### config.mk
export PLATFORM = sky130hd
export DESIGN_NAME = alu_exec_unit_flat
export DESIGN_NICKNAME = d
export VERILOG_FILES = /design/src/rtl/alu_pkg.sv /design/src/rtl/alu_exec_unit_if.sv /design/src/rtl/alu_exec_unit_mult_iter.sv /design/src/rtl/alu_exec_unit.sv /design/src/flat_wrapper.sv
export SDC_FILE = /design/constraint.sdc
export NUM_CORES = 1
export LEC_CHECK = 0
export CORE_MARGIN = 2
export CORE_UTILIZATION = 45
export CTS_CLUSTER_SIZE = 24
export DETAILED_ROUTE_END_ITERATION = 10
export GPL_TIMING_DRIVEN = 1
export PLACE_DENSITY = 0.65
export RECOVER_POWER = 50
export SYNTH_ARGS = -nofsm -noshare
export SYNTH_HDL_FRONTEND = slang
export SYNTH_SLANG_ARGS = --single-unit
### constraint.sdc
create_clock -name clk -period 5.33 [get_ports clk]
set_clock_uncertainty 0.1 [all_clocks]
set_input_delay 1.3325 -clock clk [delete_from_list [all_inputs] [get_ports clk]]
set_output_delay 1.3325 -clock clk [all_outputs]
set_load 0.01 [all_outputs]
### src/rtl/alu_pkg.sv
// rtl/alu_pkg.sv - op codes, FSM states and counter sizing for the ALU execute unit
package alu_pkg;

  localparam logic [3:0] OP_AND   = 4'b0000;
  localparam logic [3:0] OP_OR    = 4'b0001;
  localparam logic [3:0] OP_ADD   = 4'b0010;
  localparam logic [3:0] OP_SUB   = 4'b0110;
  localparam logic [3:0] OP_SLT   = 4'b0111;
  localparam logic [3:0] OP_NOR   = 4'b1100;
  localparam logic [3:0] OP_MULTU = 4'b1000;

  typedef enum logic {
    ST_IDLE = 1'b0,
    ST_MUL  = 1'b1
  } state_e;

  localparam int DEFAULT_WIDTH = 32;
  localparam int DEFAULT_CNT_W = $clog2(DEFAULT_WIDTH);

  // Iteration counter must hold 0..width-1
  function automatic int cnt_width(input int width);
    return (width > 1) ? $clog2(width) : 1;
  endfunction

endpackage

### src/rtl/alu_exec_unit_if.sv
// rtl/alu_exec_unit_if.sv - request/response handshake bundle of the ALU execute unit
interface alu_exec_unit_if #(parameter int WIDTH = 32);

  logic             in_valid;
  logic             in_ready;
  logic [3:0]       alu_control;
  logic [WIDTH-1:0] a;
  logic [WIDTH-1:0] b;
  logic             out_valid;
  logic             out_ready;
  logic [WIDTH-1:0] result;
  logic             zero;
  logic             overflow;
  logic [WIDTH-1:0] hi;
  logic             busy;

  modport master (
    output in_valid, alu_control, a, b, out_ready,
    input  in_ready, out_valid, result, zero, overflow, hi, busy
  );

  modport slave (
    input  in_valid, alu_control, a, b, out_ready,
    output in_ready, out_valid, result, zero, overflow, hi, busy
  );

endinterface

### src/rtl/alu_exec_unit_mult_iter.sv
// rtl/alu_exec_unit_mult_iter.sv - iterative shift-add unsigned multiplier, one bit per clock
module mult_iter
  import alu_pkg::*;
#(
  parameter int WIDTH = 32
) (
  input  logic               clk,
  input  logic               rst_n,
  input  logic               start_i,
  input  logic [WIDTH-1:0]   a_i,
  input  logic [WIDTH-1:0]   b_i,
  output logic               done_o,
  output logic [2*WIDTH-1:0] product_o
);

  localparam int CW = cnt_width(WIDTH);

  logic               run_q;
  logic [CW-1:0]      cnt_q;
  logic [2*WIDTH-1:0] mcand_q;
  logic [WIDTH-1:0]   mplier_q;
  logic [2*WIDTH-1:0] acc_q;
  logic [2*WIDTH-1:0] acc_d;

  // The final step's sum is handed out directly so the product is ready on the done step
  assign acc_d     = acc_q + (mplier_q[0] ? mcand_q : '0);
  assign done_o    = run_q && (cnt_q == CW'(WIDTH - 1));
  assign product_o = acc_d;

  // Load operands on start, then add the shifted multiplicand for each set multiplier bit
  always_ff @(posedge clk or negedge rst_n) begin
    if (!rst_n) begin
      run_q    <= 1'b0;
      cnt_q    <= '0;
      mcand_q  <= '0;
      mplier_q <= '0;
      acc_q    <= '0;
    end else if (start_i) begin
      run_q    <= 1'b1;
      cnt_q    <= '0;
      mcand_q  <= {{WIDTH{1'b0}}, a_i};
      mplier_q <= b_i;
      acc_q    <= '0;
    end else if (run_q) begin
      acc_q    <= acc_d;
      mcand_q  <= mcand_q << 1;
      mplier_q <= mplier_q >> 1;
      cnt_q    <= cnt_q + CW'(1);
      if (done_o) begin
        run_q <= 1'b0;
      end
    end
  end

endmodule

### src/rtl/alu_exec_unit.sv
// rtl/alu_exec_unit.sv - execute stage: combinational ALU, MULTU sequencing and registered outputs
module alu_exec_unit
  import alu_pkg::*;
#(
  parameter int WIDTH = 32
) (
  input  logic            clk,
  input  logic            rst_n,
  alu_exec_unit_if.slave  bus
);

  localparam int MSB = WIDTH - 1;

  state_e             state_q, state_d;
  logic               out_valid_q, out_valid_d;
  logic               zero_q, zero_d;
  logic               ovf_q, ovf_d;
  logic               busy_q, busy_d;
  logic [WIDTH-1:0]   result_q, result_d;
  logic [WIDTH-1:0]   hi_q, hi_d;

  logic [WIDTH-1:0]   sum;
  logic [WIDTH-1:0]   diff;
  logic [WIDTH-1:0]   alu_res;
  logic               alu_ovf;
  logic               in_ready;
  logic               accept;
  logic               is_multu;
  logic               mul_done;
  logic [2*WIDTH-1:0] product;

  // A new request may only land when the output slot is empty or being drained
  assign in_ready = (state_q == ST_IDLE) && (!out_valid_q || bus.out_ready);
  assign accept   = bus.in_valid && in_ready;
  assign is_multu = (bus.alu_control == OP_MULTU);

  assign sum  = bus.a + bus.b;
  assign diff = bus.a - bus.b;

  mult_iter #(.WIDTH(WIDTH)) u_mult (
    .clk       (clk),
    .rst_n     (rst_n),
    .start_i   (accept && is_multu),
    .a_i       (bus.a),
    .b_i       (bus.b),
    .done_o    (mul_done),
    .product_o (product)
  );

  // Single-cycle ALU; SLT uses a true signed compare so it stays right when a-b overflows
  always_comb begin
    alu_res = '0;
    alu_ovf = 1'b0;
    case (bus.alu_control)
      OP_AND: alu_res = bus.a & bus.b;
      OP_OR:  alu_res = bus.a | bus.b;
      OP_ADD: begin
        alu_res = sum;
        alu_ovf = (bus.a[MSB] == bus.b[MSB]) && (sum[MSB] != bus.a[MSB]);
      end
      OP_SUB: begin
        alu_res = diff;
        alu_ovf = (bus.a[MSB] != bus.b[MSB]) && (diff[MSB] != bus.a[MSB]);
      end
      OP_SLT: alu_res = {{(WIDTH-1){1'b0}}, ($signed(bus.a) < $signed(bus.b))};
      OP_NOR: alu_res = ~(bus.a | bus.b);
      default: alu_res = '0;
    endcase
  end

  // Next-state and output-register update; outputs hold unless consumed or replaced
  always_comb begin
    state_d     = state_q;
    out_valid_d = out_valid_q && !bus.out_ready;
    result_d    = result_q;
    zero_d      = zero_q;
    ovf_d       = ovf_q;
    hi_d        = hi_q;
    busy_d      = busy_q;
    case (state_q)
      ST_IDLE: begin
        if (accept) begin
          if (is_multu) begin
            state_d = ST_MUL;
            busy_d  = 1'b1;
          end else begin
            result_d    = alu_res;
            zero_d      = (alu_res == '0);
            ovf_d       = alu_ovf;
            out_valid_d = 1'b1;
          end
        end
      end
      ST_MUL: begin
        if (mul_done) begin
          result_d    = product[WIDTH-1:0];
          hi_d        = product[2*WIDTH-1:WIDTH];
          zero_d      = (product[WIDTH-1:0] == '0);
          ovf_d       = 1'b0;
          out_valid_d = 1'b1;
          busy_d      = 1'b0;
          state_d     = ST_IDLE;
        end
      end
      default: state_d = ST_IDLE;
    endcase
  end

  // State and output registers
  always_ff @(posedge clk or negedge rst_n) begin
    if (!rst_n) begin
      state_q     <= ST_IDLE;
      out_valid_q <= 1'b0;
      result_q    <= '0;
      zero_q      <= 1'b0;
      ovf_q       <= 1'b0;
      hi_q        <= '0;
      busy_q      <= 1'b0;
    end else begin
      state_q     <= state_d;
      out_valid_q <= out_valid_d;
      result_q    <= result_d;
      zero_q      <= zero_d;
      ovf_q       <= ovf_d;
      hi_q        <= hi_d;
      busy_q      <= busy_d;
    end
  end

  assign bus.in_ready  = in_ready;
  assign bus.out_valid = out_valid_q;
  assign bus.result    = result_q;
  assign bus.zero      = zero_q;
  assign bus.overflow  = ovf_q;
  assign bus.hi        = hi_q;
  assign bus.busy      = busy_q;

endmodule

### src/flat_wrapper.sv
// flat-port wrapper written by rule: the top's interface ports become plain ports
module alu_exec_unit_flat import alu_pkg::*;
#(
  parameter int WIDTH = 32
)
  (clk, rst_n, bus_in_valid, bus_alu_control, bus_a, bus_b, bus_out_ready, bus_in_ready, bus_out_valid, bus_result, bus_zero, bus_overflow, bus_hi, bus_busy);
  alu_exec_unit_if #(.WIDTH(WIDTH)) bus_i ();
  input  logic clk;
  input  logic rst_n;
  input wire logic [$bits(bus_i.in_valid)-1:0] bus_in_valid;
  input wire logic [$bits(bus_i.alu_control)-1:0] bus_alu_control;
  input wire logic [$bits(bus_i.a)-1:0] bus_a;
  input wire logic [$bits(bus_i.b)-1:0] bus_b;
  input wire logic [$bits(bus_i.out_ready)-1:0] bus_out_ready;
  output wire logic [$bits(bus_i.in_ready)-1:0] bus_in_ready;
  output wire logic [$bits(bus_i.out_valid)-1:0] bus_out_valid;
  output wire logic [$bits(bus_i.result)-1:0] bus_result;
  output wire logic [$bits(bus_i.zero)-1:0] bus_zero;
  output wire logic [$bits(bus_i.overflow)-1:0] bus_overflow;
  output wire logic [$bits(bus_i.hi)-1:0] bus_hi;
  output wire logic [$bits(bus_i.busy)-1:0] bus_busy;
  assign bus_i.in_valid = bus_in_valid;
  assign bus_i.alu_control = bus_alu_control;
  assign bus_i.a = bus_a;
  assign bus_i.b = bus_b;
  assign bus_i.out_ready = bus_out_ready;
  assign bus_in_ready = bus_i.in_ready;
  assign bus_out_valid = bus_i.out_valid;
  assign bus_result = bus_i.result;
  assign bus_zero = bus_i.zero;
  assign bus_overflow = bus_i.overflow;
  assign bus_hi = bus_i.hi;
  assign bus_busy = bus_i.busy;
  alu_exec_unit #(.WIDTH(WIDTH)) u_core (.clk(clk), .rst_n(rst_n), .bus(bus_i));
endmodule
Word level (Yosys, flattened, before mapping)
Cells that the tools add are included.
Widths: inputs -> output; s select.
{"block": "totals", "reg_bits": 235, "output_inout_bits": 69}
{"block": "classes", "magnitude_cmp": 1, "n_bitwise": 4, "muxes": 36, "n_reduce_logical": 17, "eq_ne": 15, "addsub": 4}
{"cell": "$mux 64", "count": 5}
{"cell": "$pmux 32 s6", "count": 1}
{"cell": "$mux 32", "count": 5}
{"cell": "$add 64x64->64", "count": 1}
{"cell": "$logic_not 32->1", "count": 2}
{"cell": "$pmux 32 s2", "count": 1}
{"cell": "$add 32x32->32", "count": 1}
{"cell": "$and 32x32->32", "count": 1}
{"cell": "$lt 32x32->1", "count": 1}
{"cell": "$not 32->32", "count": 1}
{"cell": "$or 32x32->32", "count": 1}
{"cell": "$sub 32x32->32", "count": 1}
{"cell": "$mux 1", "count": 16}
{"cell": "$pmux 1 s2", "count": 6}
{"cell": "$mux 5", "count": 2}
{"cell": "$eq 4x3->1 const B", "count": 2}
{"cell": "$eq 4x4->1 const B", "count": 2}
{"cell": "$logic_and 1x1->1", "count": 7}
{"cell": "$reduce_and 3->1", "count": 2}
{"cell": "$add 5x1->5 const B", "count": 1}
{"cell": "$eq 5x5->1 const B", "count": 1}
{"cell": "$eq 4x1->1 const B", "count": 1}
{"cell": "$eq 4x2->1 const B", "count": 1}
{"cell": "$logic_not 4->1", "count": 1}
{"cell": "other kinds (9)", "count": 14}

Logic depth before layout (Yosys ltp)
Gate-level depths: netlist (run 1).
{"block": "depth", "ltp_word": 7, "depth_mapped": 16}

Hierarchy
From an unflattened synthesis (run 1), not the netlist that was laid out.
{"block": "hier_totals", "hier_cells": 2467, "hier_area_um2": 20447.1}
{"module": "mult_iter", "area_per_inst_um2": 11322.1, "cells_per_inst": 1272, "n_inst": 1}
{"module": "alu_exec_unit", "area_per_inst_um2": 9125.0, "cells_per_inst": 1195, "n_inst": 1}

Least setup slack after synthesis (run 1)
No wires, ideal clock.
{"block": "synth_path", "kind": "in2reg", "start": "in bus_a[0]", "end": "reg u_core.zero_q (netlist: u_core.bus.zero)", "setup_slack_ns": 0.822, "stages": 14, "required_ns": 5.138, "setup_ns": 0.092, "arrival_time_ns": 4.316, "path_buffers": 0, "cell_sequence": "inv_1 -> ha_1 -> fa_1 -> nor2_1 -> o311a_1 -> o221ai_1 -> a2111o_2 -> a2111oi_4 -> o21a_1 -> o211a_1 -> o21ai_0 -> nor4b_1 -> nand4_1 -> o31ai_2"}
{"block": "synth_between", "elab_chain_cells": 7}
{"item": "start: declaration", "line": "flat_wrapper.sv:12", "source": "input wire logic [$bits(bus_i.a)-1:0] bus_a;"}
{"item": "branches (longest 2 deep; another with $sub 32x32->32)"}
{"item": "$pmux 32 s6 *", "line": "alu_exec_unit.sv:54", "source": "case (bus.alu_control)"}
{"item": "$logic_not 32->1 *", "line": "alu_exec_unit.sv:88", "source": "zero_d = (alu_res == '0);"}
{"item": "$mux 1 *", "line": "alu_exec_unit.sv:83", "source": "if (is_multu) begin"}
{"item": "$mux 1 *", "line": "alu_exec_unit.sv:82", "source": "if (accept) begin"}
{"item": "$pmux 1 s2 *", "line": "alu_exec_unit.sv:80", "source": "case (state_q)"}
{"item": "end signal: assignment", "line": "alu_exec_unit.sv:123", "source": "zero_q <= zero_d;"}
{"item": "end: declaration", "line": "alu_exec_unit.sv:16", "source": "logic zero_q, zero_d;"}
Mark *: on every way between the ends. The select of a mux whose other input is x is not followed.
A chain may end at the register's enable or synchronous reset.

Worst setup path in the final report (run 1)
{"block": "layout_path", "start": "reg u_core.u_mult.mplier_q[0]", "end": "reg u_core.hi_q[31] (netlist: u_core.bus.hi[31])"}
{"block": "layout_between", "elab_chain_cells": 2}
{"item": "start: declaration", "line": "alu_exec_unit_mult_iter.sv:21", "source": "logic [WIDTH-1:0] mplier_q;"}
{"item": "start signal: assignment", "line": "alu_exec_unit_mult_iter.sv:42", "source": "mplier_q <= b_i;"}
{"item": "start signal: assignment", "line": "alu_exec_unit_mult_iter.sv:47", "source": "mplier_q <= mplier_q >> 1;"}
{"item": "$mux 64", "line": "alu_exec_unit_mult_iter.sv:26", "source": "assign acc_d = acc_q + (mplier_q[0] ? mcand_q : '0);"}
{"item": "$add 64x64->64", "line": "alu_exec_unit_mult_iter.sv:26"}
{"item": "end signal: assignment", "line": "alu_exec_unit.sv:125", "source": "hi_q <= hi_d;"}
{"item": "end: declaration", "line": "alu_exec_unit.sv:20", "source": "logic [WIDTH-1:0] hi_q, hi_d;"}
No other way between the ends.

==> impl_metrics.py, run 1 <==
metrics = {
    "timing": {
        "final_critical_path_time_including_i_o_delays_and_setup_ps": 5010,
        "timing.final.hold_violations": 0,
        "setup_violations": 0,
        "grt_setup_unrepaired": "false",
        "fmax_mhz": 199.6,
        "fin_crit_sh": 0.9400,
        "worst_hold_slack_ps": 355.1,
        "max_slew.worst_pin.slew_ps": 2998,
        "slew_headroom": -0.9984,
        "slew_violations": 112,
    },
    "detailed_routing": {
        "dr_total_vias": 18897,
        "drc": 0,
        "drt_iter0_drc": 1307,
        "firstDrtPassIters": 5,
        "detail_route.vias_per_cell": 5.900,
        "post_drt_wl_per_cell_microns": 20.78,
        "wirelength_microns": 66540,
        "drtAntennaViolNets": 0,
    },
    "power": {
        "leakage_power_nw": 10.94,
        "peak_supply_drop_mv": 0.4027,
        "p_per_area_nw_per_um2": 588.3,
    },
    "worst_setup_path": {
        "timing_worst_setup_path_type": "flop to flop",
        "reg2regPathDepth": 14,
        "worst-path-max-fanout": 31,
        "crit_path_end_kind": "flop",
        "cp.required_ps": 5720,
        "worst-endpoint-arrival_ps": 5400,
        "cp-start-kind": "flop",
    },
    "global_routing": {
        "antenna_violations_before_repair": 0,
        "gr-usage-all-layers": 0.2848,
        "vias_in_the_first_global_route": 19047,
        "grt_pass1_wl_microns": 105900,
        "grt_remaining_overflow": 0,
        "grt_max_degree": 113,
    },
    "finish": {
        "fraction_of_the_core_area_covered_by_cells_at_the_end_of_the_flow": 0.5470,
        "filler_cell_count": 4148,
        "drive_above_1_share": 0.09893,
        "insertedDiodeCount": 0,
        "design.final.nets": 2847,
        "area.growth.synth_to_final_pct": 19.36,
    },
    "synth": {
        "ys_top_cells_by_count": "251 x sky130_fd_sc_hd__nand2_1, 235 x sky130_fd_sc_hd__dfrtp_1, 217 x sky130_fd_sc_hd__nor2_1, 173 x sky130_fd_sc_hd__ha_1, 162 x sky130_fd_sc_hd__o21ai_0",
        "ys_seq_area_frac": 0.2959,
        "synth-warning-count": 0,
        "syn_nets": 2658,
        "syn_std_cell_area_sq_um": 19870,
        "synth_top_area_frac": 0.2959,
        "synthCells": 2410,
        "synth.top_cells.by_area": "sky130_fd_sc_hd__dfrtp_1 30%, sky130_fd_sc_hd__ha_1 11%, sky130_fd_sc_hd__mux2i_1 7.4%",
        "asyncSetResetFlopFracSynth": 1.000,
        "post-synth-top-count-cell": "sky130_fd_sc_hd__nand2_1",
        "synth_edf_count": 0,
        "ff_latch_count_synth": 235,
        "yosysUniqueCellTypes": 98,
        "postSynthAreaPerCell_sq_um": 8.245,
        "ys.flop_type": "sky130_fd_sc_hd__dfrtp_1",
        "yosys.area.top_type": "sky130_fd_sc_hd__dfrtp_1",
    },
    "cts": {
        "cts_tree": "built",
        "postCtsSetupRepairBufs": 0,
        "clock_latency_late_sink_ps": 600,
        "clock_sink_count": 235,
        "clk_pin_slew_ps": 60,
        "cts_root_buf": "sky130_fd_sc_hd__clkbuf_16",
        "htree_levels": 1,
        "post_cts_resize_count": 0,
        "cts_made_buffers": 30,
        "cts_max_path_buffers": 3,
        "postCtsHoldBufs": 0,
    },
    "die": {
        "chipWidth_microns": 214.1,
        "floorplan.initialDensity": 0.4583,
        "die_ar_sq_um": 45860,
        "core_area_sq_um": 43360,
        "ios": 141,
        "fp-row-count": 76,
        "dieHeight_microns": 214.1,
    },
    "outcome": {
        "run_status": "finished, violations left",
        "violations": "capacitance limit, slew limit",
    },
    "placement": {
        "gp_routability_congestion": 0.9405,
        "dp_hpwl_microns": 50930,
        "buffer_ports.inserted": 140,
    },
    "job": {
        "max_cap_viol_count": 1,
    },
    "worst_hold_path": {
        "worst_hold_path_type": "flop to flop",
        "hold-path-cell-count": 2,
    },
}
-- power by group --
group / leakage (nW) / switching (W) / internal (W)
sequential: 2.84 / 0.000588 / 0.00266
clock: 0.466 / 0.000812 / 0.00118
combinational: 7.63 / 0.00503 / 0.00368
-- worst max-delay path, stage by stage (launching register included) --
cell and delay [ps]:
sky130_fd_sc_hd__dfrtp_1 800, sky130_fd_sc_hd__buf_4 400, sky130_fd_sc_hd__and2_1 210, sky130_fd_sc_hd__ha_1 200
sky130_fd_sc_hd__a21o_1 130, sky130_fd_sc_hd__a221o_1 130, sky130_fd_sc_hd__a41o_1 180, sky130_fd_sc_hd__a31oi_2 190
sky130_fd_sc_hd__a2111oi_4 530, sky130_fd_sc_hd__o21bai_1 150, sky130_fd_sc_hd__a311oi_1 640, sky130_fd_sc_hd__nor3b_1 140
sky130_fd_sc_hd__or3_1 470, sky130_fd_sc_hd__xnor3_1 360, sky130_fd_sc_hd__mux2_2 260
-- cells in the final DEF (no fill, tap or decap), types with 17 or more instances in the layout --
cell type | Yosys | routed
sky130_fd_sc_hd__nor2b_1 | 17 | 17
sky130_fd_sc_hd__inv_1 | 133 | 133
sky130_fd_sc_hd__a211oi_1 | 21 | 21
sky130_fd_sc_hd__nor2_1 | 217 | 215
sky130_fd_sc_hd__a221o_1 | 17 | 17
sky130_fd_sc_hd__mux2i_1 | 147 | 147
sky130_fd_sc_hd__dlygate4sd3_1 | 0 | 34
sky130_fd_sc_hd__nand2_1 | 251 | 251
sky130_fd_sc_hd__and2_1 | 78 | 78
sky130_fd_sc_hd__nand3_1 | 45 | 44
sky130_fd_sc_hd__a22oi_1 | 48 | 48
sky130_fd_sc_hd__ha_1 | 173 | 173
sky130_fd_sc_hd__clkdlybuf4s50_1 | 0 | 105
sky130_fd_sc_hd__o21a_1 | 18 | 18
sky130_fd_sc_hd__a21o_1 | 51 | 51
sky130_fd_sc_hd__xor2_1 | 23 | 23
sky130_fd_sc_hd__o21ai_0 | 162 | 162
sky130_fd_sc_hd__a21oi_1 | 160 | 160
sky130_fd_sc_hd__buf_4 | 1 | 159
sky130_fd_sc_hd__o21bai_1 | 20 | 20
sky130_fd_sc_hd__o22ai_1 | 24 | 24
sky130_fd_sc_hd__dfrtp_1 | 235 | 234
sky130_fd_sc_hd__xnor2_1 | 43 | 43
sky130_fd_sc_hd__nand2b_1 | 17 | 17
sky130_fd_sc_hd__nand4_1 | 29 | 29
sky130_fd_sc_hd__clkbuf_16 | 0 | 30
sky130_fd_sc_hd__nor3_1 | 41 | 41
sky130_fd_sc_hd__o211ai_1 | 19 | 19
-- path summary, 6_finish.rpt --
path / start / end / slack [ps]
worst max-delay path: u_core.u_mult.mplier_q[0]$_DFFE_PN0P_ / u_core.bus.hi[31]$_DFFE_PN0P_ / 320
worst min-delay path: u_core.bus.hi[8]$_DFFE_PN0P_ / u_core.bus.hi[8]$_DFFE_PN0P_ / 360
worst max register to register: u_core.u_mult.mplier_q[0]$_DFFE_PN0P_ / u_core.bus.hi[31]$_DFFE_PN0P_ / 320
worst min register to register: u_core.bus.hi[8]$_DFFE_PN0P_ / u_core.bus.hi[8]$_DFFE_PN0P_ / 360
max in group asynchronous: rst_n / u_core.u_mult.run_q$_DFF_PN0_ / 960
min in group asynchronous: rst_n / u_core.bus.hi[30]$_DFFE_PN0P_ / 1530
-- kinds of logic after synthesis --
logic type                 after synthesis  share of synthesized area
adders and majority gates              176                     0.1120
DFF                                    235                     0.2959
AOI/OAI and AO/OA                      710                     0.2400
xor gates and xnor gates                67                    0.03022
muxes                                  153                    0.07801
buffers and inverters                  285                    0.05560
and+or+nand+nor                        784                     0.1883
-- per-stage QoR --
stage / setup TNS (ps) / instance area (sq um) / setup slack, ps / total power (W) / instances
floorplan: 0 / 19870 / 822.4 / 0.009363 / 2410
global placement: -169.5 / 22770 / -169.5 / 0.01180 / 3152
detailed placement: -253.5 / 22770 / -253.5 / 0.01194 / 3152
CTS: 0 / 23730 / 346.1 / 0.01401 / 3203
global route: 0 / 23720 / 115.9 / 0.01511 / 3203
finish: 0 / 23720 / 319.6 / 0.01395 / 3203
-- layer usage --
| layer | track usage | share of wire | vias up |
|---|---|---|---|
| met4 | 0.07083 | 0.024 | 0 |
| li1 | - | - | 9044 |
| met2 | 0.4873 | 0.47 | 537 |
| met1 | 0.3862 | 0.45 | 9219 |
| met5 | 0 | 0 | - |
| met3 | 0.02879 | 0.048 | 97 |
-- registers in the layout, indices dropped and copies added, names as in the netlist --
register	count
u_core.bus.out_valid	1
u_core.u_mult.cnt_q	5
u_core.bus.hi	32
u_core.bus.busy	1
u_core.u_mult.run_q	1
u_core.u_mult.mplier_q	32
u_core.u_mult.mcand_q	64
u_core.bus.zero	1
u_core.bus.result	32
u_core.bus.overflow	1
u_core.state_q	1
u_core.u_mult.acc_q	64
-- final cells by class --
| type | count | area [sq um] | area share |
|---|---|---|---|
| timing repair buffer | 307 | 2719 | 0.1146 |
| tap | 585 | 732.0 | 0.03086 |
| sequential | 235 | 5884 | 0.2481 |
| clock buffer | 41 | 832.0 | 0.03508 |
| multi-input combinational | 1890 | 12910 | 0.5443 |
| inverter | 135 | 506.7 | 0.02137 |
| clock inverter | 10 | 133.9 | 0.005645 |
Power figures use the tool's default switching activity.
==> run 2, diff against run 1 <==
--- a/config.mk
+++ b/config.mk
@@ -6,11 +6,11 @@
 export NUM_CORES = 1
 export LEC_CHECK = 0
 export CORE_MARGIN = 2
-export CORE_UTILIZATION = 45
+export CORE_UTILIZATION = 60
 export CTS_CLUSTER_SIZE = 24
 export DETAILED_ROUTE_END_ITERATION = 10
 export GPL_TIMING_DRIVEN = 1
-export PLACE_DENSITY = 0.65
+export PLACE_DENSITY = 0.82
 export RECOVER_POWER = 50
 export SYNTH_ARGS = -nofsm -noshare
 export SYNTH_HDL_FRONTEND = slang
==> constraint.sdc (replaced) <==
create_clock -name clk -period 5.33 [get_ports clk]
set_clock_uncertainty 0.1 [all_clocks]
set_input_delay 0.533 -clock clk [delete_from_list [all_inputs] [get_ports clk]]
set_output_delay 0.533 -clock clk [all_outputs]
set_load 0.01 [all_outputs]
==> impl_metrics.py, run 2 (synthesized netlist as in run 1, its figures left out) <==
metrics = {
    "outcome": {
        "run_status": "finished, violations left",
        "violations": "capacitance limit, slew limit",
    },
    "worst_setup_path": {
        "worst_path_dominant_cell_family": "compound AO/OA/AOI/OAI gates",
        "cp.required_ps": 5740,
        "crit_path_end_kind": "flop",
        "timing.critical_path.cells": "buf_4, and2_1, ha_1, and3_1, nand2_1, a21oi_1, a211oi_1, buf_4, o41ai_1, a21oi_1, o311ai_1, nand3_1, nor3_1, mux2_2, o211ai_1",
        "worst-path-max-fanout": 29,
        "cp-start-kind": "flop",
        "timing_worst_setup_path_type": "flop to flop",
        "cpMaxStageDelayCell": "sky130_fd_sc_hd__o311ai_1",
        "r2r_setup_slack_ps": 830,
        "cp_num_buf_inv": 2,
        "worst_path_largest_cell_delay_ps": 520,
        "worst-endpoint-arrival_ps": 4910,
    },
    "cts": {
        "cts_max_path_buffers": 3,
        "cts_made_buffers": 28,
        "cts_tree": "built",
        "htree_levels": 1,
        "post_cts_resize_count": 0,
        "postCtsSetupRepairBufs": 0,
        "cts_root_buf": "sky130_fd_sc_hd__clkbuf_16",
        "clock_latency_late_sink_ps": 590,
        "clk_pin_slew_ps": 60,
        "clock_sink_count": 235,
    },
    "die": {
        "fp-row-count": 66,
        "floorplan.initialDensity": 0.6108,
        "dieHeight_microns": 186.0,
        "core_area_sq_um": 32540,
        "ios": 141,
        "chipWidth_microns": 186.0,
        "die_ar_sq_um": 34590,
    },
    "finish": {
        "most-common-layout-cells": "251 x sky130_fd_sc_hd__nand2_1, 234 x sky130_fd_sc_hd__dfrtp_1, 215 x sky130_fd_sc_hd__nor2_1",
        "design.final.nets": 2713,
        "multi_input_area_sq_um": 12910,
        "layout_top_registers": "u_core.u_mult.acc_q x64, u_core.u_mult.mcand_q x64",
        "filler_cell_count": 2639,
        "postLayoutCellArea_sq_um": 22510,
        "drive_above_1_share": 0.05189,
        "insertedDiodeCount": 0,
        "sequential_cell_area_sq_um": 5884,
        "final_common_cell": "sky130_fd_sc_hd__nand2_1",
        "layout.cells.non_filler": 2928,
        "area.growth.synth_to_final_pct": 13.28,
    },
    "global_routing": {
        "vias_in_the_first_global_route": 18501,
        "antenna_violations_before_repair": 1,
        "grt_pass1_wl_microns": 98770,
        "grt_max_degree": 109,
        "grt_remaining_overflow": 0,
        "gr-usage-all-layers": 0.3615,
    },
    "job": {
        "max_cap_viol_count": 2,
    },
    "detailed_routing": {
        "drt_iter0_drc": 1611,
        "drtAntennaViolNets": 0,
        "firstDrtPassIters": 6,
        "post_drt_wl_per_cell_microns": 21.44,
        "wirelength_microns": 62780,
        "dr_total_vias": 18925,
        "drc": 0,
        "detail_route.vias_per_cell": 6.463,
    },
    "placement": {
        "placedInstanceArea_sq_um": 21540,
        "placedCellCount": 2876,
        "gp_routability_congestion": 0.9892,
        "buffer_ports.inserted": 140,
        "dp_hpwl_microns": 46230,
    },
    "timing": {
        "grt_setup_unrepaired": "false",
        "max_slew.worst_pin.slew_ps": 2753,
        "setup_total_negative_slack_ps": 0,
        "fin_crit_sh": 0.8441,
        "fmax_mhz": 222.3,
        "timing.final.hold_violations": 0,
        "final_critical_path_time_including_i_o_delays_and_setup_ps": 4499,
        "slew_violations": 168,
        "slew_headroom": -0.8352,
        "setup_violations": 0,
    },
    "worst_hold_path": {
        "worst_hold_path_type": "flop to flop",
    },
    "power": {
        "peak_supply_drop_mv": 0.3766,
        "p_per_area_nw_per_um2": 618.1,
        "leakage_power_nw": 10.36,
    },
}
==> run 2: path summary, 6_finish.rpt <==
kind / startpoint / endpoint / cells past startpoint
max in group asynchronous: rst_n / u_core.u_mult.mplier_q[16]$_DFFE_PN0P_ / 3
max: u_core.u_mult.mplier_q[0]$_DFFE_PN0P_ / u_core.u_mult.acc_q[62]$_DFFE_PN0P_ / 15
min in group asynchronous: rst_n / u_core.u_mult.mcand_q[63]$_DFFE_PN0P_ / 2
min: u_core.bus.hi[12]$_DFFE_PN0P_ / u_core.bus.hi[12]$_DFFE_PN0P_ / 2
max reg2reg: u_core.u_mult.mplier_q[0]$_DFFE_PN0P_ / u_core.u_mult.acc_q[62]$_DFFE_PN0P_ / 15
min reg2reg: u_core.bus.hi[12]$_DFFE_PN0P_ / u_core.bus.hi[12]$_DFFE_PN0P_ / 2
==> run 2: worst reg2reg max path, stage by stage (launching register included) <==
cell and delay, ps:
sky130_fd_sc_hd__dfrtp_1 410, sky130_fd_sc_hd__buf_4 220, sky130_fd_sc_hd__and2_1 190, sky130_fd_sc_hd__ha_1 340, sky130_fd_sc_hd__and3_1 250, sky130_fd_sc_hd__nand2_1 100
sky130_fd_sc_hd__a21oi_1 270, sky130_fd_sc_hd__a211oi_1 120, sky130_fd_sc_hd__buf_4 170, sky130_fd_sc_hd__o41ai_1 500, sky130_fd_sc_hd__a21oi_1 180, sky130_fd_sc_hd__o311ai_1 520
sky130_fd_sc_hd__nand3_1 300, sky130_fd_sc_hd__nor3_1 290, sky130_fd_sc_hd__mux2_2 360, sky130_fd_sc_hd__o211ai_1 90
==> run 2: what timing repair did <==
action / 4_1_cts / 5_1_grt
hold buffers: 1 / 0
endpoints found under the setup margin: 0 / 0
hold endpoints to repair: 105 / 0
==> run 2: power breakdown <==
group	switching, W	internal (W)	leakage, nW
Clock	0.000830	0.00119	0.480
Sequential	0.000586	0.00266	2.84
Combinational	0.00511	0.00354	7.04
==> run 2: stage by stage <==
stage | setup slack (ps) | power [W] | hold WS (ps) | util
floorplan | 1375 | 0.009363 | 137.4 | -
global placement | 493.5 | 0.01147 | 349.8 | 0.6621
detailed placement | 393.9 | 0.01177 | 361.7 | 0.6621
CTS | 893.9 | 0.01388 | 381.0 | 0.6924
global route | 384.9 | 0.01493 | 403.0 | 0.6919
finish | 831.0 | 0.01391 | 368.3 | 0.6919
==> run 2: cell type report <==
| type | instances | share of cell area |
|---|---|---|
| multi-input cells | 1890 | 0.5735 |
| flip-flops and latches | 235 | 0.2614 |
| repair buffers | 175 | 0.07454 |
| clock buffers | 41 | 0.03730 |
| well taps | 442 | 0.02457 |
| inverters | 135 | 0.02251 |
| clock inverters | 10 | 0.006170 |
==> run 2: per-layer routing <==
metal	wire [microns]	global-route usage
met5	0	0
met4	3090	0.1647
met3	4426	0.05498
met2	28640	0.5902
met1	26630	0.4730
==> run 3, diff against run 2 <==
--- a/config.mk
+++ b/config.mk
@@ -6,11 +6,11 @@
 export NUM_CORES = 1
 export LEC_CHECK = 0
 export CORE_MARGIN = 2
-export CORE_UTILIZATION = 60
+export CORE_UTILIZATION = 55
 export CTS_CLUSTER_SIZE = 24
 export DETAILED_ROUTE_END_ITERATION = 10
 export GPL_TIMING_DRIVEN = 1
-export PLACE_DENSITY = 0.82
+export PLACE_DENSITY = 0.79
 export RECOVER_POWER = 50
 export SYNTH_ARGS = -nofsm -noshare
 export SYNTH_HDL_FRONTEND = slang
==> constraint.sdc (replaced) <==
create_clock -name clk -period 3.8 [get_ports clk]
set_clock_uncertainty 0.1 [all_clocks]
set_input_delay 0.38 -clock clk [delete_from_list [all_inputs] [get_ports clk]]
set_output_delay 0.38 -clock clk [all_outputs]
set_load 0.01 [all_outputs]
==> impl_metrics.py, run 3 (synthesized netlist as in run 1, its figures left out) <==
metrics = {
    "placement": {
        "placedInstanceArea_sq_um": 25270,
        "gp_routability_congestion": 0.9697,
        "dp_hpwl_microns": 53830,
        "buffer_ports.inserted": 140,
    },
    "cts": {
        "clock_sink_count": 235,
        "cts_root_buf": "sky130_fd_sc_hd__clkbuf_16",
        "clk_pin_slew_ps": 70,
        "htree_levels": 1,
        "cts_made_buffers": 29,
        "cts_max_path_buffers": 3,
        "cts_tree": "built",
        "clock_latency_late_sink_ps": 610,
    },
    "detailed_routing": {
        "post_drt_wl_per_cell_microns": 21.74,
        "firstDrtPassIters": 6,
        "drt_iter0_drc": 2109,
        "drc": 0,
        "drtAntennaViolNets": 0,
        "dr_total_vias": 21630,
        "detail_route.vias_per_cell": 6.268,
        "wirelength_microns": 75030,
    },
    "worst_setup_path": {
        "worst-endpoint-arrival_ps": 4320,
        "cp.required_ps": 4190,
        "cp-start-kind": "flop",
        "worst-path-max-fanout": 7,
        "crit_path_end_kind": "flop",
        "timing_worst_setup_path_type": "flop to flop",
    },
    "timing": {
        "postLayoutSetupSlackWorst_ps": -139.2,
        "setup_total_negative_slack_ps": -796.5,
        "slew_violations": 75,
        "max_slew.worst_pin.slew_ps": 2034,
        "slew_headroom": -0.3560,
        "setup_violations": 8,
        "final_critical_path_time_including_i_o_delays_and_setup_ps": 3939,
        "grt_setup_unrepaired": "true",
        "fin_crit_sh": 1.037,
        "timing.final.hold_violations": 0,
        "fmax_mhz": 253.9,
    },
    "power": {
        "comb_power_frac": 0.693,
        "leakage_power_nw": 12.87,
        "net_switching_power_figure_w": 0.01114,
        "clkPwrFrac": 0.118,
        "p_per_area_nw_per_um2": 912.7,
        "power_frac_seq": 0.189,
        "power.total_w": 0.02475,
        "power.share.switching": 0.4500,
        "peak_supply_drop_mv": 0.9826,
        "cellInternalPower_w": 0.01361,
    },
    "finish": {
        "insertedDiodeCount": 0,
        "fraction_of_the_core_area_covered_by_cells_at_the_end_of_the_flow": 0.7625,
        "design.final.nets": 3216,
        "final_common_cell": "sky130_fd_sc_hd__buf_4",
        "most-common-layout-cells": "520 x sky130_fd_sc_hd__buf_4, 251 x sky130_fd_sc_hd__nand2_1, 233 x sky130_fd_sc_hd__dfrtp_1",
        "postLayoutCellArea_sq_um": 27120,
        "drive_above_1_share": 0.2462,
        "layout_top_registers": "u_core.u_mult.acc_q x64, u_core.u_mult.mcand_q x64",
        "area.growth.synth_to_final_pct": 36.48,
    },
    "global_routing": {
        "antenna_violations_before_repair": 1,
        "grt_remaining_overflow": 0,
        "grt_max_degree": 114,
        "vias_in_the_first_global_route": 22103,
        "gr-usage-all-layers": 0.3846,
        "grt_pass1_wl_microns": 117700,
    },
    "die": {
        "core_area_sq_um": 35570,
        "fp-row-count": 69,
        "ios": 141,
        "chipWidth_microns": 194.1,
        "floorplan.initialDensity": 0.5587,
        "dieHeight_microns": 194.1,
        "die_ar_sq_um": 37670,
    },
    "job": {
        "max_cap_viol_count": 1,
    },
    "outcome": {
        "run_status": "finished, violations left",
        "violations": "capacitance limit, slew limit, setup timing",
    },
    "worst_hold_path": {
        "worst_hold_path_type": "input port to flop",
    },
}
run 3: cell type report:
class                   count  area, sq um
fillers                  2469         8449
multi-input cells        1890        13630
clock buffers              38        819.5
clock inverters            15        177.7
inverters                 135        506.7
flip-flops and latches    235         5886
repair buffers            677         5522
well taps                 461        576.8
run 3: power by group through the flow:
stage	Clock (W)	Combinational, W	Sequential, W
2_1_floorplan	0	0.00873	0.00442
3_3_place_gp	0	0.0147	0.00453
3_5_place_dp	0	0.0152	0.00457
4_1_cts	0.00293	0.0161	0.00462
5_1_grt	0.00302	0.0184	0.00478
6_report	0.00291	0.0172	0.00468
run 3: worst max-delay path, cell delays in order (launching register included):
cell,delay [ps]
sky130_fd_sc_hd__dfrtp_2,500
sky130_fd_sc_hd__buf_6,190
sky130_fd_sc_hd__and2_1,210
sky130_fd_sc_hd__ha_4,240
sky130_fd_sc_hd__a21o_1,160
sky130_fd_sc_hd__a221o_1,280
sky130_fd_sc_hd__a41o_1,270
sky130_fd_sc_hd__buf_4,160
sky130_fd_sc_hd__a21o_4,240
sky130_fd_sc_hd__a41o_1,230
sky130_fd_sc_hd__a221oi_2,330
sky130_fd_sc_hd__buf_4,190
sky130_fd_sc_hd__o31a_1,220
sky130_fd_sc_hd__xor2_2,250
sky130_fd_sc_hd__nor2_1,70
sky130_fd_sc_hd__a21oi_1,130
sky130_fd_sc_hd__nor2_1,60
run 3: path summary, 6_finish.rpt:
path | start | to | slack (ps) | cells after the start
max in group asynchronous | rst_n | u_core.u_mult.mcand_q[31]$_DFFE_PN0P_ | 640 | 3
worst max-delay path | u_core.u_mult.mplier_q[0]$_DFFE_PN0P_ | u_core.u_mult.acc_q[27]$_DFFE_PN0P_ | -140 | 16
min in group asynchronous | rst_n | u_core.bus.hi[27]$_DFFE_PN0P_ | 820 | 2
worst min register to register | u_core.bus.hi[19]$_DFFE_PN0P_ | u_core.bus.hi[19]$_DFFE_PN0P_ | 370 | 2
worst max register to register | u_core.u_mult.mplier_q[0]$_DFFE_PN0P_ | u_core.u_mult.acc_q[27]$_DFFE_PN0P_ | -140 | 16
worst min-delay path | bus_b[20] | u_core.u_mult.mplier_q[20]$_DFFE_PN0P_ | 300 | 3
run 3: what timing repair did:
item / 4_1_cts / 5_1_grt
resized for setup: 92 / 41
setup endpoints to repair: 34 / 49
hold endpoints to repair: 72 / 0
pin swaps: 49 / 31
hold buffers: 1 / 0
setup buffers: 6 / 8
cloned: 3 / 0
run 3: per-layer routing:
| metal | part of all wire | GRT usage |
|---|---|---|
| met5 | 0.00016 | 0 |
| met4 | 0.052 | 0.1914 |
| met2 | 0.48 | 0.6432 |
| met1 | 0.40 | 0.4786 |
| met3 | 0.074 | 0.06819 |
run 3: per-stage QoR:
| step | cells | hold WS [ps] | setup slack (ps) |
|---|---|---|---|
| 4_1_cts | 3444 | 291.3 | -35.34 |
| 3_5_place_dp | 3381 | 309.1 | -761.4 |
| 6_report | 3451 | 303.3 | -139.2 |
| 3_3_place_gp | 3381 | 300.5 | -692.2 |
| 2_1_floorplan | 2410 | -15.59 | 5.119 |
| 5_1_grt | 3451 | 357.9 | -253.1 |
